[src/rtl/bridge_pkg.sv]
// Shared definitions for the GPS-sample SPI bridge: sample layout, nibble index
// width and the self-test pattern used by both the transmitter and the receiver.
package bridge_pkg;

  localparam int SAMPLE_W  = 4;
  localparam int I0        = 0;
  localparam int I1        = 1;
  localparam int Q0        = 2;
  localparam int Q1        = 3;
  localparam int NIB_IDX_W = 9;

  typedef logic [SAMPLE_W-1:0] sample_t;

  function automatic sample_t bitrev4(input sample_t v);
    sample_t r;
    r[I0] = v[Q1];
    r[I1] = v[Q0];
    r[Q0] = v[I1];
    r[Q1] = v[I0];
    return r;
  endfunction

  // Even indices carry the reversed upper index bits, odd ones the reversed lower bits.
  function automatic sample_t st_expected(input logic [NIB_IDX_W-1:0] n);
    return n[0] ? bitrev4(n[4:1]) : bitrev4(n[8:5]);
  endfunction

endpackage

[src/rtl/bridge_rx_fifo.sv]
// First-word-fall-through sample FIFO with full/empty flags; a push into a full
// FIFO is accepted when a pop happens in the same cycle.
module bridge_rx_fifo #(
  parameter int DEPTH = 16,
  parameter int WIDTH = 4
) (
  input  logic             clk,
  input  logic             rst_n,
  input  logic             push,
  input  logic [WIDTH-1:0] wdata,
  input  logic             pop,
  output logic [WIDTH-1:0] rdata,
  output logic             full,
  output logic             empty
);

  localparam int AW = $clog2(DEPTH);
  localparam logic [AW:0] FULL_CNT = (AW+1)'(DEPTH);

  logic [WIDTH-1:0] mem [DEPTH];
  logic [AW-1:0]    wr_ptr_q, wr_ptr_d;
  logic [AW-1:0]    rd_ptr_q, rd_ptr_d;
  logic [AW:0]      count_q, count_d;
  logic             do_push, do_pop;

  always_comb begin
    empty    = (count_q == '0);
    full     = (count_q == FULL_CNT);
    do_pop   = pop && !empty;
    do_push  = push && (!full || do_pop);
    wr_ptr_d = do_push ? wr_ptr_q + AW'(1) : wr_ptr_q;
    rd_ptr_d = do_pop  ? rd_ptr_q + AW'(1) : rd_ptr_q;
    count_d  = count_q + (AW+1)'(do_push) - (AW+1)'(do_pop);
    // Masked while empty so the head reads zero out of reset.
    rdata    = empty ? '0 : mem[rd_ptr_q];
  end

  always_ff @(posedge clk or negedge rst_n) begin
    if (!rst_n) begin
      wr_ptr_q <= '0;
      rd_ptr_q <= '0;
      count_q  <= '0;
    end else begin
      wr_ptr_q <= wr_ptr_d;
      rd_ptr_q <= rd_ptr_d;
      count_q  <= count_d;
    end
  end

  always_ff @(posedge clk) begin
    if (do_push) begin
      mem[wr_ptr_q] <= wdata;
    end
  end

endmodule

[src/rtl/bridge_rx.sv]
// Receive end of the GPS-sample SPI bridge: synchronizes SCK/SS/MOSI, rebuilds
// {Q1,Q0,I1,I0} nibbles, buffers them and checks the self-test pattern.
module bridge_rx
  import bridge_pkg::*;
#(
  parameter int FIFO_DEPTH = 16,
  parameter int ERR_W      = 16
) (
  input  logic                MCU_CLK,
  input  logic                RESET_N,
  input  logic                MCU_SCK,
  input  logic                MCU_SS,
  input  logic                MCU_MOSI,
  input  logic                SELF_TEST,
  output logic [SAMPLE_W-1:0] SAMPLE,
  output logic                SAMPLE_VALID,
  input  logic                SAMPLE_READY,
  output logic                OVERFLOW,
  output logic                FRAME_ERR,
  output logic [ERR_W-1:0]    ERR_COUNT,
  input  logic                CLEAR
);

  localparam int SCK_B = 0;
  localparam int SS_B  = 1;
  localparam int MOSI_B = 2;
  // Idle levels: SCK and SS high, MOSI low, so reset never fakes an edge.
  localparam logic [2:0] SYNC_RST = 3'b011;

  logic [2:0]           sync1_q, sync1_d;
  logic [2:0]           sync2_q, sync2_d;
  logic [2:0]           hist_q, hist_d;
  logic                 rise_q, rise_d;
  logic                 ss_rise_q, ss_rise_d;
  logic [1:0]           k_q, k_d;
  sample_t              shift_q, shift_d;
  sample_t              nib_q, nib_d;
  logic                 push_q, push_d;
  logic                 frame_err_q, frame_err_d;
  logic                 overflow_q, overflow_d;
  logic [NIB_IDX_W-1:0] n_q, n_d;
  logic [ERR_W-1:0]     err_q, err_d;

  logic                 fifo_full, fifo_empty;
  logic                 pop, drop;

  always_comb begin
    sync1_d   = {MCU_MOSI, MCU_SS, MCU_SCK};
    sync2_d   = sync1_q;
    hist_d    = sync2_q;
    rise_d    = sync2_q[SCK_B] & ~hist_q[SCK_B] & ~sync2_q[SS_B];
    ss_rise_d = sync2_q[SS_B] & ~hist_q[SS_B];
  end

  // Bit shifter; hist_q[MOSI_B] is the data sampled alongside the registered edge.
  always_comb begin
    k_d         = k_q;
    shift_d     = shift_q;
    nib_d       = nib_q;
    push_d      = 1'b0;
    frame_err_d = 1'b0;
    if (CLEAR) begin
      k_d     = '0;
      shift_d = '0;
    end else if (ss_rise_q) begin
      frame_err_d = (k_q != 2'd0);
      k_d         = '0;
    end else if (rise_q) begin
      shift_d[k_q] = hist_q[MOSI_B];
      if (k_q == 2'd3) begin
        push_d = 1'b1;
        nib_d  = shift_d;
        k_d    = '0;
      end else begin
        k_d = k_q + 2'd1;
      end
    end
  end

  // Push/drop decision and the pattern checker act on the same completed nibble.
  always_comb begin
    pop        = ~fifo_empty & SAMPLE_READY;
    drop       = push_q & fifo_full & ~pop;
    overflow_d = overflow_q | drop;
    n_d        = n_q;
    err_d      = err_q;
    if (push_q && SELF_TEST) begin
      n_d = n_q + NIB_IDX_W'(1);
      if ((nib_q != st_expected(n_q)) && (err_q != '1)) begin
        err_d = err_q + ERR_W'(1);
      end
    end
    if (CLEAR) begin
      overflow_d = 1'b0;
      n_d        = '0;
      err_d      = '0;
    end
  end

  always_ff @(posedge MCU_CLK or negedge RESET_N) begin
    if (!RESET_N) begin
      sync1_q     <= SYNC_RST;
      sync2_q     <= SYNC_RST;
      hist_q      <= SYNC_RST;
      rise_q      <= 1'b0;
      ss_rise_q   <= 1'b0;
      k_q         <= '0;
      shift_q     <= '0;
      nib_q       <= '0;
      push_q      <= 1'b0;
      frame_err_q <= 1'b0;
      overflow_q  <= 1'b0;
      n_q         <= '0;
      err_q       <= '0;
    end else begin
      sync1_q     <= sync1_d;
      sync2_q     <= sync2_d;
      hist_q      <= hist_d;
      rise_q      <= rise_d;
      ss_rise_q   <= ss_rise_d;
      k_q         <= k_d;
      shift_q     <= shift_d;
      nib_q       <= nib_d;
      push_q      <= push_d;
      frame_err_q <= frame_err_d;
      overflow_q  <= overflow_d;
      n_q         <= n_d;
      err_q       <= err_d;
    end
  end

  bridge_rx_fifo #(
    .DEPTH (FIFO_DEPTH),
    .WIDTH (SAMPLE_W)
  ) u_fifo (
    .clk   (MCU_CLK),
    .rst_n (RESET_N),
    .push  (push_q),
    .wdata (nib_q),
    .pop   (pop),
    .rdata (SAMPLE),
    .full  (fifo_full),
    .empty (fifo_empty)
  );

  assign SAMPLE_VALID = ~fifo_empty;
  assign OVERFLOW     = overflow_q;
  assign FRAME_ERR    = frame_err_q;
  assign ERR_COUNT    = err_q;

endmodule

[config.mk]
export PLATFORM = sky130hd
export DESIGN_NAME = bridge_rx
export DESIGN_NICKNAME = d
export VERILOG_FILES = /design/src/rtl/bridge_pkg.sv /design/src/rtl/bridge_rx_fifo.sv /design/src/rtl/bridge_rx.sv
export SDC_FILE = /design/constraint.sdc
export NUM_CORES = 1
export LEC_CHECK = 0
export CAP_MARGIN = 10
export CORE_MARGIN = 2
export CORE_UTILIZATION = 46
export DETAILED_ROUTE_END_ITERATION = 10
export PLACE_DENSITY = 0.61
export SYNTH_ARGS = -nofsm -noshare
export SYNTH_HDL_FRONTEND = slang
export SYNTH_HIERARCHICAL = 1
export SYNTH_SLANG_ARGS = --single-unit
[constraint.sdc]
create_clock -name MCU_CLK -period 3.2 [get_ports MCU_CLK]
set_clock_uncertainty 0.1 [all_clocks]
set_input_delay 0.64 -clock MCU_CLK [delete_from_list [all_inputs] [get_ports MCU_CLK]]
set_output_delay 0.64 -clock MCU_CLK [all_outputs]
set_load 0.03 [all_outputs]
# After elaboration in Yosys (flattened, before gate mapping)
# Memory sizes are Yosys's and may differ from the RTL's.
# Index checks and enable logic that the tools add are counted.
[totals] memories=1 word_cells=88 regBits=62 inputBits=8 ram_bits=64
[op_classes] n_reduce_logical=17 bitwise=14 magnitude_cmp=2 n_addsub=7 eq_ne=5 mux=26
[memory_table] name="u_fifo.mem" depth=16 width=4 rd=1 rd_clocked_by_memory_dff=0 wr=1 line="bridge_rx_fifo.sv:20" source="logic [WIDTH-1:0] mem [DEPTH];"
[ops] cell="$mux 16" n=3
[ops] cell="$mux 4" n=5
[ops] cell="$mux 9" n=2
[ops] cell="$add 16x1->16 const B" n=1
[ops] cell="$ne 16x16->1 const B" n=1
[ops] cell="$mux 1" n=10
[ops] cell="$add 9x1->9 const B" n=1
[ops] cell="$add 4x1->4 const B" n=2
[ops] cell="$mux 2" n=4
[ops] cell="$reduce_bool 2->1" n=4
[ops] cell="$not 1->1" n=7
[ops] cell="$and 1x1->1" n=6
[ops] cell="$add 5x1->5" n=1
[ops] cell="$eq 5x5->1 const B" n=1
[ops] cell="$logic_and 1x1->1" n=5
[ops] cell="$logic_not 5->1" n=1
[ops] cell="$sub 5x1->5" n=1
[ops] cell="$bwmux 4" n=1
[ops] cell="$ne 4x4->1" n=1
[ops] cell="$reduce_and 2->1" n=2
[ops] cell="$reduce_and 4->1" n=1
[ops] cell="$lt 2x3->1 const B" n=1
[ops] cell="$reduce_bool 3->1" n=1
[ops] cell="$add 2x1->2 const B" n=1
[ops] cell="7 further kinds" n=8

# Logic depth before layout (Yosys ltp)
# Gate-level depths: netlist of the first run.
[logic_depth] word_depth=8 ltp_mapped=15

# Hierarchy
# Netlist of the first run, hierarchy kept.
[modules_own_cells] mod="bridge_rx_fifo" instances=1 cells_each=186 area_each_um2=3315.7 seq_area_each_um2=2247.2
[modules_own_cells] mod="bridge_rx" instances=1 cells_each=234 area_each_um2=2366.0 seq_area_each_um2=1208.7

# Worst setup path before layout of the first run
# Ideal clock, no wire load.
[synth_timing] kind="reg-to-reg" startpoint="register u_fifo.count_q[2]" endpoint="register u_fifo.count_q[4]" required_time_ns=2.977 t_arrival_ns=2.524 path_stages_with_launch=16 setup_time_ns=0.123 slack_ns=0.453 period_less_slack_ns=2.747 n_path_buf=0 path_cell_list="dfrtp_1 -> inv_1 -> ha_1 -> nor4b_4 -> nor2b_1 -> inv_1 -> a21boi_2 -> inv_1 -> ha_1 -> inv_1 -> ha_1 -> fa_1 -> a21oi_1 -> nor2_1 -> nor2_1 -> xnor2_1"
[synth_between] elab_chain_len=8 word_cells_on_any_way=11 classes_between="add/sub (2); eq/ne (1); bitwise (2); reduce/logical (6)"
[synth_lines] element="from (decl)" line="bridge_rx_fifo.sv:23" source="logic [AW:0] count_q, count_d;"
[synth_lines] element="from (signal assigned)" line="bridge_rx_fifo.sv:46" source="count_q <= count_d;"
[synth_lines] element="$logic_not 5->1 *" line="bridge_rx_fifo.sv:27" source="empty = (count_q == '0);"
[synth_lines] element="net fifo_empty" line="bridge_rx.sv:44" source="logic fifo_full, fifo_empty;"
[synth_lines] element="$not 1->1 *" line="bridge_rx.sv:82" source="pop = ~fifo_empty & SAMPLE_READY;"
[synth_lines] element="$and 1x1->1 *" line="bridge_rx.sv:82"
[synth_lines] element="net pop" line="bridge_rx.sv:45" source="logic pop, drop;"
[synth_lines] element="$logic_and 1x1->1 *" line="bridge_rx_fifo.sv:29" source="do_pop = pop && !empty;"
[synth_lines] element="$logic_or 1x1->1" line="bridge_rx_fifo.sv:30" source="do_push = push && (!full || do_pop);"
[synth_lines] element="$logic_and 1x1->1" line="bridge_rx_fifo.sv:30"
[synth_lines] element="$add 5x1->5" line="bridge_rx_fifo.sv:33" source="count_d = count_q + (AW+1)'(do_push) - (AW+1)'(do_pop);"
[synth_lines] element="$sub 5x1->5 *" line="bridge_rx_fifo.sv:33"
[synth_lines] element="net u_fifo.count_d[4]" line="bridge_rx_fifo.sv:23"
# Mark *: on every way through the listed nets, which the timed path passes. The rest lies on a longest branch.
# A chain may end at the register's enable or synchronous reset.

# Final worst setup path of the first run
[layout_timing] startpoint="register u_fifo.rd_ptr_q[0]" endpoint="output port SAMPLE[1]"
[layout_between] elab_chain_len=2
[layout_lines] element="from (decl)" line="bridge_rx_fifo.sv:22" source="logic [AW-1:0] rd_ptr_q, rd_ptr_d;"
[layout_lines] element="from (signal assigned)" line="bridge_rx_fifo.sv:45" source="rd_ptr_q <= rd_ptr_d;"
[layout_lines] element="$mem_v2 16x4"
[layout_lines] element="$mux 4" line="bridge_rx_fifo.sv:35" source="rdata = empty ? '0 : mem[rd_ptr_q];"
[layout_lines] element="to (decl)" line="bridge_rx.sv:15" source="output logic [SAMPLE_W-1:0] SAMPLE,"
# Every way passes these cells.

==> results of run 1 <==
[Yosys cell counts, types with 9 or more instances]
cell type	instances	area (um2)
nand2_1	31	116.4
mux2i_1	14	140.1
nor3_1	9	45.04
xnor2_1	13	113.9
inv_1	15	56.30
a21oi_1	14	70.07
nor2b_1	16	100.1
nor2_1	43	161.4
mux2_1	9	101.4
edfxtp_1	64	1922
dfrtp_1	55	1376
a211oi_1	9	67.56
ha_1	17	212.7
[sequential cells by signal (all words and copies together) (netlist names), 3 cells and up]
register,flops
ERR_COUNT,16
hist_d,3
hist_q,3
n_q,9
nib_q,4
shift_q,3
sync1_q,3
u_fifo/count_q,5
u_fifo/mem,64
u_fifo/rd_ptr_q,4
u_fifo/wr_ptr_q,4
[per-layer routing]
layer,share of wire (%),up-vias
met5,0,-
met4,1.0,0
met3,3.9,8
met2,49,61
met1,46,1651
li1,-,1622
[cells by family after synthesis]
| family | share of synthesized area, % |
|---|---|
| buffers and inverters | 3.149 |
| flip-flops | 60.82 |
| AND/OR/NAND/NOR | 13.57 |
| AO/OA/AOI/OAI | 3.612 |
| XOR/XNOR | 3.237 |
| adder cells (fa/ha/maj) | 4.096 |
| multiplexers | 11.52 |
[layout make-up]
cell class	count	share of cell area [%]
flip-flops and latches	125	51.08
repair buffers	46	6.307
multi-input cells	259	30.48
clock inverters	14	2.238
well taps	147	2.719
clock buffers	18	6.344
inverters	15	0.8323
[where the power goes]
group | switching [W] | internal [W] | total [W]
sequential | 0.000143 | 0.00177 | 0.00191
clock | 0.000671 | 0.00121 | 0.00188
combinational | 0.000449 | 0.000468 | 0.000917
[worst max-delay path by stage]
stage / startpoint / endpoint / slack (ns)
CTS: u_fifo/rd_ptr_q[0] / SAMPLE[2] / 0.005
global placement: SAMPLE_READY / u_fifo/count_q[4] / 0.19
detailed placement: SAMPLE_READY / u_fifo/count_q[4] / 0.15
floorplan: u_fifo/count_q[2] / u_fifo/count_q[4] / 0.45
global route: u_fifo/rd_ptr_q[0] / SAMPLE[0] / 0.004
finish: u_fifo/rd_ptr_q[0] / SAMPLE[1] / 0.13
[stage by stage]
step	setup WS, ns	cell area, um2	hold WS (ns)	total power (W)	util (%)
2_1_floorplan	0.4529	5682	0.2312	0.002637	-
3_3_place_gp	0.1916	6163	0.2337	0.002867	51.31
3_5_place_dp	0.1488	6163	0.2347	0.002888	51.31
4_1_cts	0.004798	6749	0.2470	0.004750	56.19
5_1_grt	0.003883	6765	0.2511	0.004944	56.32
6_report	0.1288	6765	0.2450	0.004710	56.32
[worst register-to-register path: stages (launching register included)]
cell and delay [ns]:
dfrtp_1 0.35, inv_1 0.07, ha_1 0.21, nor4b_4 0.14, nor2b_1 0.16, inv_1 0.08
a21boi_2 0.14, inv_1 0.05, ha_1 0.27, inv_1 0.04, ha_1 0.19, fa_1 0.40
a21oi_1 0.14, nor2_1 0.05, nor2_1 0.11, xnor2_1 0.12
[timing repair]
| item | 4_1_cts | 5_1_grt |
|---|---|---|
| cloned | 0 | 0 |
| hold buffers | 1 | 0 |
| endpoints found under the setup margin | 4 | 3 |
| hold endpoints to repair | 10 | 0 |
| resized for setup | 4 | 4 |
==> results.yml, run 1 <==
clock_tree:
  cts.htree.levels: 4
  cts.reportedPaths.clkPinSlew_ns: 0.05
  tritoncts_num_sinks: 125
  cts_setup_buffers: 0
  tritoncts.num_buffers: 17
  cts_buffer_depth: 2
  root_buffer: "clkbuf_16"
  clk_latency_ns: 0.41
  cts_tree: "yes"
route:
  avgViaCountPerCell: 5.356
  route.vias.total: 3342
  initialDrtViolationCount: 147
  wl_per_cell_um: 16.70
  detail_route.wirelength_mm: 10.42
  postRouteAntennaNets: 0
  first_pass_iters: 5
  drt_drc_violations_left: 0
floorplan:
  die_w_um: 115.1
  ios: 31
  rows: 40
  die_height_um: 115.1
  die_area_um2: 13260
  initial_utilization_pct: 47.30
  fp.coreArea_um2: 12010
setup_path:
  arrival_ns: 2.33
  critPathTopFamily: "buffers and inverters"
  rrSetupSlack_ns: 0.49
  critical_path.startpoint_type: "register"
  crit_chain: "buf_12 > mux4_2 > nor2b_1 > a211oi_2 > a211oi_1 > dlygate4sd2_1"
  critical-path-max-stage-delay_ns: 0.50
  timing.critical_path.to_type: "primary output"
  worstSetupPathDepth: 6
  max_fo_critical_path: 19
  reg2regPathDepth: 15
  critPathBufInv: 2
  r2r_end: "u_fifo/count_q[4]"
  r2r-start: "u_fifo/count_q[3]"
  worst_path_max_delay_cell: "mux4_2"
  critical_path_required_ns: 2.46
  criticalPathCategory: "register to primary output"
finish:
  area_delta_synth_final_pct: 19.07
  multi_input_area_um2: 2062
  leading_cell_type_in_the_layout_fill_and_taps_excluded: "edfxtp_1"
  antennaDiodeCount: 0
  final_net_count: 490
  nFillCells: 977
  ff_latch_area_um2: 3456
  layout.cells.most_common_list: "edfxtp_1 (64), dfrtp_1 (55), nor2_1 (43), nand2_1 (31), clkdlybuf4s50_1 (25)"
  final_layout_size_suffix_gt1_share_pct: 13.84
  finalNonFillerCells: 624
logic_synthesis:
  synth.cell_area_um2: 5682
  synth_top_flop_cell: "edfxtp_1"
  synth-seq-area-share_pct: 60.82
  async_flop_share_pct: 48.80
  ys_types: 48
  synth_warnings: 6
  postSynthRegisterBits: 125
  synth_enable_flop_cells: 64
  post_synth.cell_area_avg_um2: 13.53
  syn_inst: 420
  syn-num-nets: 446
timing:
  relSlewSlack_pct: 50.38
  hold_violations: 0
  grt_setup_unrepaired: "no"
  worstMarginPinSlew_ns: 0.7443
  final-setup-viol-count: 0
  totalNegativeSetupSlack_ns: 0
  finalCritPeriodShare_pct: 95.98
  fin_crit_ns: 3.071
  maxSlewViolCount: 0
  fmax_mhz: 325.6
global_routing:
  gr-usage-met2_pct: 27.57
  grt_pass1_wl_mm: 17.35
  first_global_vias: 3382
  top_usage_layer: "met2"
  gr-usage-met3_pct: 6.168
  grt_antenna_before_repair: 0
  grt.total_usage_pct: 17.64
  grt_max_degree: 37
  globalRoute.totalOverflow: 0
  grt_util_met1_pct: 22.81
worst_hold_path:
  hold-path-cell-count: 0
  min_delay_worst_endpoint: "hist_q[2]"
  holdCritStartpoint: "hist_d[2]"
  timing.hold.worst.class: "register to register"
status:
  outcome: "finished, final reports clean"
power:
  worst_ir_drop_vdd_mv: 0.3395
  power.density_cell_area_nw_per_um2: 696.1
  cellLeakagePower_nw: 2.603
placement:
  finalWeightedCongestion: 0.7727
  dp_hpwl_mm: 6.989
  buffer_ports.inserted: 30
  numPlacedInstances: 591
run:
  max-cap-violations: 0
No activity file was read; power rests on OpenSTA's default activity.
==> run 2: changes to the inputs <==
--- a/config.mk
+++ b/config.mk
@@ -12,5 +12,4 @@
 export PLACE_DENSITY = 0.61
 export SYNTH_ARGS = -nofsm -noshare
 export SYNTH_HDL_FRONTEND = slang
-export SYNTH_HIERARCHICAL = 1
 export SYNTH_SLANG_ARGS = --single-unit
==> results.yml, run 2 <==
timing:
  hold_violations: 0
  grt_setup_unrepaired: "no"
  totalNegativeSetupSlack_ns: 0
  holdWs_ns: 0.1981
  maxSlewViolCount: 0
  final-setup-viol-count: 0
  fin_crit_ns: 3.082
  finalCritPeriodShare_pct: 96.30
  relSlewSlack_pct: 48.41
  fmax_mhz: 324.5
  worstMarginPinSlew_ns: 0.7738
floorplan:
  die_height_um: 114.0
  fp.coreArea_um2: 11910
  rows: 40
  ios: 31
  initial_utilization_pct: 46.74
  die_area_um2: 13000
  die_w_um: 114.0
worst_hold_path:
  timing.hold.worst.class: "primary input to async pin"
setup_path:
  crit_chain: "buf_12 > buf_4 > mux4_2 > mux4_2 > nor2b_1 > clkbuf_2"
  rrSetupSlack_ns: 0.35
  critPathTopFamily: "multiplexers"
  r2r_end: "u_fifo.count_q[4]"
  arrival_ns: 2.34
  timing.critical_path.to_type: "primary output"
  critPathBufInv: 3
  crit_path_frequent_cell: "mux4_2"
  r2r-start: "u_fifo.count_q[2]"
  critical-path-max-stage-delay_ns: 0.49
  max_fo_critical_path: 13
  worst_path_max_delay_cell: "mux4_2"
  critical_path.startpoint: "u_fifo.rd_ptr_q[0]"
  critical_path.startpoint_type: "register"
  reg2regPathDepth: 15
  criticalPathCategory: "register to primary output"
  critical_path_required_ns: 2.46
logic_synthesis:
  synthDominantCellAreaShare_pct: 34.52
  synth-seq-area-share_pct: 62.07
  synth_top_flop_cell: "edfxtp_1"
  synth.cell_area_um2: 5568
  library_cell_with_the_highest_instance_count_after_synthesis: "edfxtp_1"
  post_synth.cell_area_avg_um2: 13.78
  ys_types: 43
  post-synth-top-area-cell: "edfxtp_1"
  syn-num-nets: 430
  async_flop_share_pct: 48.80
  postSynthRegisterBits: 125
  synth_warnings: 0
  top_cell_types_by_occurrence_after_synthesis: "edfxtp_1 (64), dfrtp_1 (55), nor2_1 (38)"
  syn_inst: 404
  synth_enable_flop_cells: 64
  synth.top_cells.by_area: "edfxtp_1 (35%), dfrtp_1 (25%), mux4_2 (8.1%)"
route:
  detail_route.wirelength_mm: 11.05
  first_pass_iters: 4
  initialDrtViolationCount: 228
  route.vias.total: 3342
  drt_drc_violations_left: 0
  postRouteAntennaNets: 0
  wl_per_cell_um: 17.94
  avgViaCountPerCell: 5.425
clock_tree:
  cts_hold_buffers: 0
  cts_tree: "yes"
  cts_buffer_depth: 2
  clk_latency_ns: 0.41
  tritoncts.num_buffers: 17
  cts.htree.levels: 4
  tritoncts_num_sinks: 125
  root_buffer: "clkbuf_16"
  cts.reportedPaths.clkPinSlew_ns: 0.05
finish:
  final_layout_size_suffix_gt1_share_pct: 18.76
  final_net_count: 482
  antennaDiodeCount: 0
  ff_latch_area_um2: 3457
  multi_input_area_um2: 1949
  max_reg_flops: 64
  nFillCells: 963
  top_register: "u_fifo.mem"
  leading_cell_type_in_the_layout_fill_and_taps_excluded: "edfxtp_1"
  area_delta_synth_final_pct: 20.97
  layout.cells.most_common_list: "edfxtp_1 (64), dfrtp_1 (54), nor2_1 (38), nand2_1 (26), clkdlybuf4s50_1 (24)"
global_routing:
  grt_pass1_wl_mm: 18.02
  grt_max_degree: 39
  grt.total_usage_pct: 18.79
  grt_antenna_before_repair: 0
  globalRoute.totalOverflow: 0
  first_global_vias: 3349
power:
  worst_ir_drop_vdd_mv: 0.4114
  cellLeakagePower_nw: 2.576
  power.density_cell_area_nw_per_um2: 715.3
run:
  max-cap-violations: 0
placement:
  finalWeightedCongestion: 0.8401
  buffer_ports.inserted: 30
  dp_hpwl_mm: 7.445
status:
  outcome: "finished, final reports clean"
-- run 2: worst max path at each step --
stage,endpoint,depth (start not counted)
final,SAMPLE[3],6
after global routing,SAMPLE[3],6
after CTS,SAMPLE[3],5
after detailed placement,SAMPLE[1],4
after global placement,SAMPLE[1],4
after floorplan,u_fifo.count_q[4],16
-- run 2: kinds of logic after synthesis --
kind of cell / synth area share (%)
simple gates: 12.27
flops: 62.07
compound gates: 3.977
buf+inv: 2.921
mux: 11.12
xor+xnor: 3.461
fa+ha+maj: 4.180
-- run 2: power breakdown --
part           leakage [nW]  internal [W]  total (W)  switching, W
clock                 0.303       0.00136    0.00200      0.000640
sequential             1.40       0.00177    0.00189      0.000113
combinational         0.875      0.000529   0.000933      0.000404
-- run 2: layout make-up --
class	count	area share, %
clock buffer	24	7.152
sequential	125	51.33
timing repair buffer	52	6.855
inverter	17	0.9474
clock inverter	8	2.043
tap	147	2.731
multi-input combinational	243	28.94
-- run 2: what timing repair did --
| action | 4_1_cts | 5_1_grt |
|---|---|---|
| gates resized for setup | 8 | 6 |
| gates cloned | 0 | 0 |
| setup buffers | 1 | 5 |
| pin swaps | 0 | 0 |
| setup endpoints to repair | 4 | 5 |
-- run 2: per-stage QoR --
stage | utilization, % | area [um2] | worst slack (ns) | std cells | total power [W]
2_1_floorplan | - | 5568 | 0.2462 | 404 | 0.002594
3_3_place_gp | 51.05 | 6081 | 0.1492 | 578 | 0.002819
3_5_place_dp | 51.05 | 6081 | 0.1327 | 578 | 0.002839
4_1_cts | 56.31 | 6708 | 0.001062 | 611 | 0.004825
5_1_grt | 56.54 | 6735 | 0.006685 | 616 | 0.005040
6_report | 56.54 | 6735 | 0.1185 | 616 | 0.004817
-- run 2: per-layer routing --
| metal | up-vias | wire length (um) | GRT usage [%] |
|---|---|---|---|
| met5 | - | 0 | 0 |
| met4 | 0 | 214 | 7.724 |
| met3 | 17 | 585 | 6.801 |
| met2 | 77 | 5283 | 29.21 |
| met1 | 1662 | 4967 | 24.08 |
| li1 | 1586 | - | - |
==> run 3: changes to the inputs <==
--- a/config.mk
+++ b/config.mk
@@ -6,7 +6,6 @@
 export NUM_CORES = 1
 export LEC_CHECK = 0
 export CAP_MARGIN = 10
-export CORE_MARGIN = 2
 export CORE_UTILIZATION = 46
 export DETAILED_ROUTE_END_ITERATION = 10
 export PLACE_DENSITY = 0.61
==> results.yml, run 3 (synthesis gave the netlist of run 2 again) <==
status:
  outcome: "finished, violations left"
  violations: "DRC"
global_routing:
  grt_max_degree: 62
  grt.total_usage_pct: 18.29
  grt_antenna_before_repair: 0
  grt_pass1_wl_mm: 16.99
  first_global_vias: 3288
  globalRoute.totalOverflow: 0
timing:
  finalCritPeriodShare_pct: 96.66
  fin_crit_ns: 3.093
  relSlewSlack_pct: 47.26
  maxSlewViolCount: 0
  worstMarginPinSlew_ns: 0.7911
  hold_violations: 0
  holdWs_ns: 0.2458
  totalNegativeSetupSlack_ns: 0
  grt_setup_unrepaired: "no"
  final-setup-viol-count: 0
  fmax_mhz: 323.3
finish:
  layout.cells.most_common_list: "edfxtp_1 (64), dfrtp_1 (54), nor2_1 (38), nand2_1 (26), clkdlybuf4s50_1 (24)"
  final_layout_size_suffix_gt1_share_pct: 18.98
  area_delta_synth_final_pct: 19.21
  finalNonFillerCells: 612
  final_net_count: 482
  max_reg_flops: 64
  postLayoutCoreUtil_pct: 57.15
  antennaDiodeCount: 0
  top_register: "u_fifo.mem"
  leading_cell_type_in_the_layout_fill_and_taps_excluded: "edfxtp_1"
route:
  wl_per_cell_um: 16.68
  avgViaCountPerCell: 5.423
  drt_drc_violations_left: 1
  detail_route.wirelength_mm: 10.21
  postRouteAntennaNets: 0
  route.vias.total: 3319
  first_pass_iters: 9
  initialDrtViolationCount: 145
setup_path:
  r2r-start: "u_fifo.count_q[2]"
  timing.critical_path.to_type: "primary output"
  critical_path.startpoint_type: "register"
  criticalPathCategory: "register to primary output"
  arrival_ns: 2.35
  critical_path.startpoint: "u_fifo.rd_ptr_q[0]"
  reg2regPathDepth: 15
  r2r_end: "u_fifo.count_q[4]"
  critical_path_required_ns: 2.46
  max_fo_critical_path: 16
  rrSetupSlack_ns: 0.34
  endpoint: "SAMPLE[3]"
worst_hold_path:
  timing.hold.worst.class: "register to register"
clock_tree:
  tritoncts.num_buffers: 17
  cts.htree.levels: 4
  cts.reportedPaths.clkPinSlew_ns: 0.05
  cts_tree: "yes"
  clk_latency_ns: 0.41
  root_buffer: "clkbuf_16"
  tritoncts_num_sinks: 125
  cts_buffer_depth: 2
placement:
  numPlacedInstances: 573
  buffer_ports.inserted: 30
  finalWeightedCongestion: 0.7525
  dp_hpwl_mm: 7.017
floorplan:
  fp.coreArea_um2: 11610
  die_height_um: 112.0
  die_area_um2: 12550
  initial_utilization_pct: 47.94
  die_w_um: 112.0
  rows: 39
  ios: 31
run:
  max-cap-violations: 0
power:
  cellLeakagePower_nw: 2.523
  power.density_cell_area_nw_per_um2: 681.6
  worst_ir_drop_vdd_mv: 0.3188
## run 3: cell count changes in the layout (fill, tap and decap cells not counted), sizes merged
cell | before | now
bufinv | 4 | 1
clkbuf | 27 | 22
clkdlybuf4s15 | 1 | 0
clkinv | 4 | 9
clkinvlp | 0 | 4
## run 3: metal layers
metal | GRT usage, % | part of all wire (%) | vias to the layer above
li1 | - | - | 1586
met1 | 25.00 | 48 | 1658
met2 | 27.25 | 47 | 64
met3 | 5.724 | 3.6 | 11
met4 | 7.733 | 1.3 | 0
met5 | 0 | 0 | -
## run 3: metrics by stage
step	cell area, um2	setup slack (ns)	power [W]
global placement	6068	0.1249	0.002825
floorplan	5568	0.2462	0.002594
global route	6638	0.004555	0.004750
detailed placement	6068	0.1014	0.002842
CTS	6609	0.001157	0.004541
finish	6638	0.1069	0.004524
## run 3: critical path, stage by stage, from the launching register on
cell and delay, ns:
dfrtp_1 0.37, buf_12 0.17, buf_4 0.14, mux4_2 0.48
mux4_2 0.46, nor2b_1 0.15, clkbuf_2 0.18
## run 3: area by class of cell
type / count / area [um2]
tap: 143 / 178.9
multi-input combinational: 243 / 1949
clock inverter: 14 / 103.9
clock buffer: 18 / 429.2
timing repair buffer: 52 / 455.4
fill: 949 / 4976
sequential: 125 / 3457
inverter: 17 / 63.81
## run 3: power breakdown
part / total (W) / switching (W) / leakage [nW] / internal [W]
clock: 0.00170 / 0.000655 / 0.251 / 0.00105
combinational: 0.000936 / 0.000411 / 0.874 / 0.000525
sequential: 0.00189 / 0.000112 / 1.40 / 0.00177
total: 0.00452 / 0.00118 / 2.52 / 0.00335
## run 3: worst min path at each step
stage	startpoint	to	slack, ns	depth (start not counted)
6_report	sync1_q[2]	hist_d[2]	0.25	0
5_1_grt	sync1_q[1]	hist_d[1]	0.26	0
4_1_cts	sync1_q[2]	hist_d[2]	0.25	0
3_5_place_dp	sync1_q[2]	hist_d[2]	0.24	0
3_3_place_gp	sync1_q[2]	hist_d[2]	0.24	0
2_1_floorplan	sync1_q[2]	hist_d[2]	0.23	0
## run 3: what timing repair did
action / CTS / global route
endpoints found under the setup margin: 4 / 5
gates resized for setup: 8 / 6
setup buffers: 1 / 6
hold buffers: 0 / 0
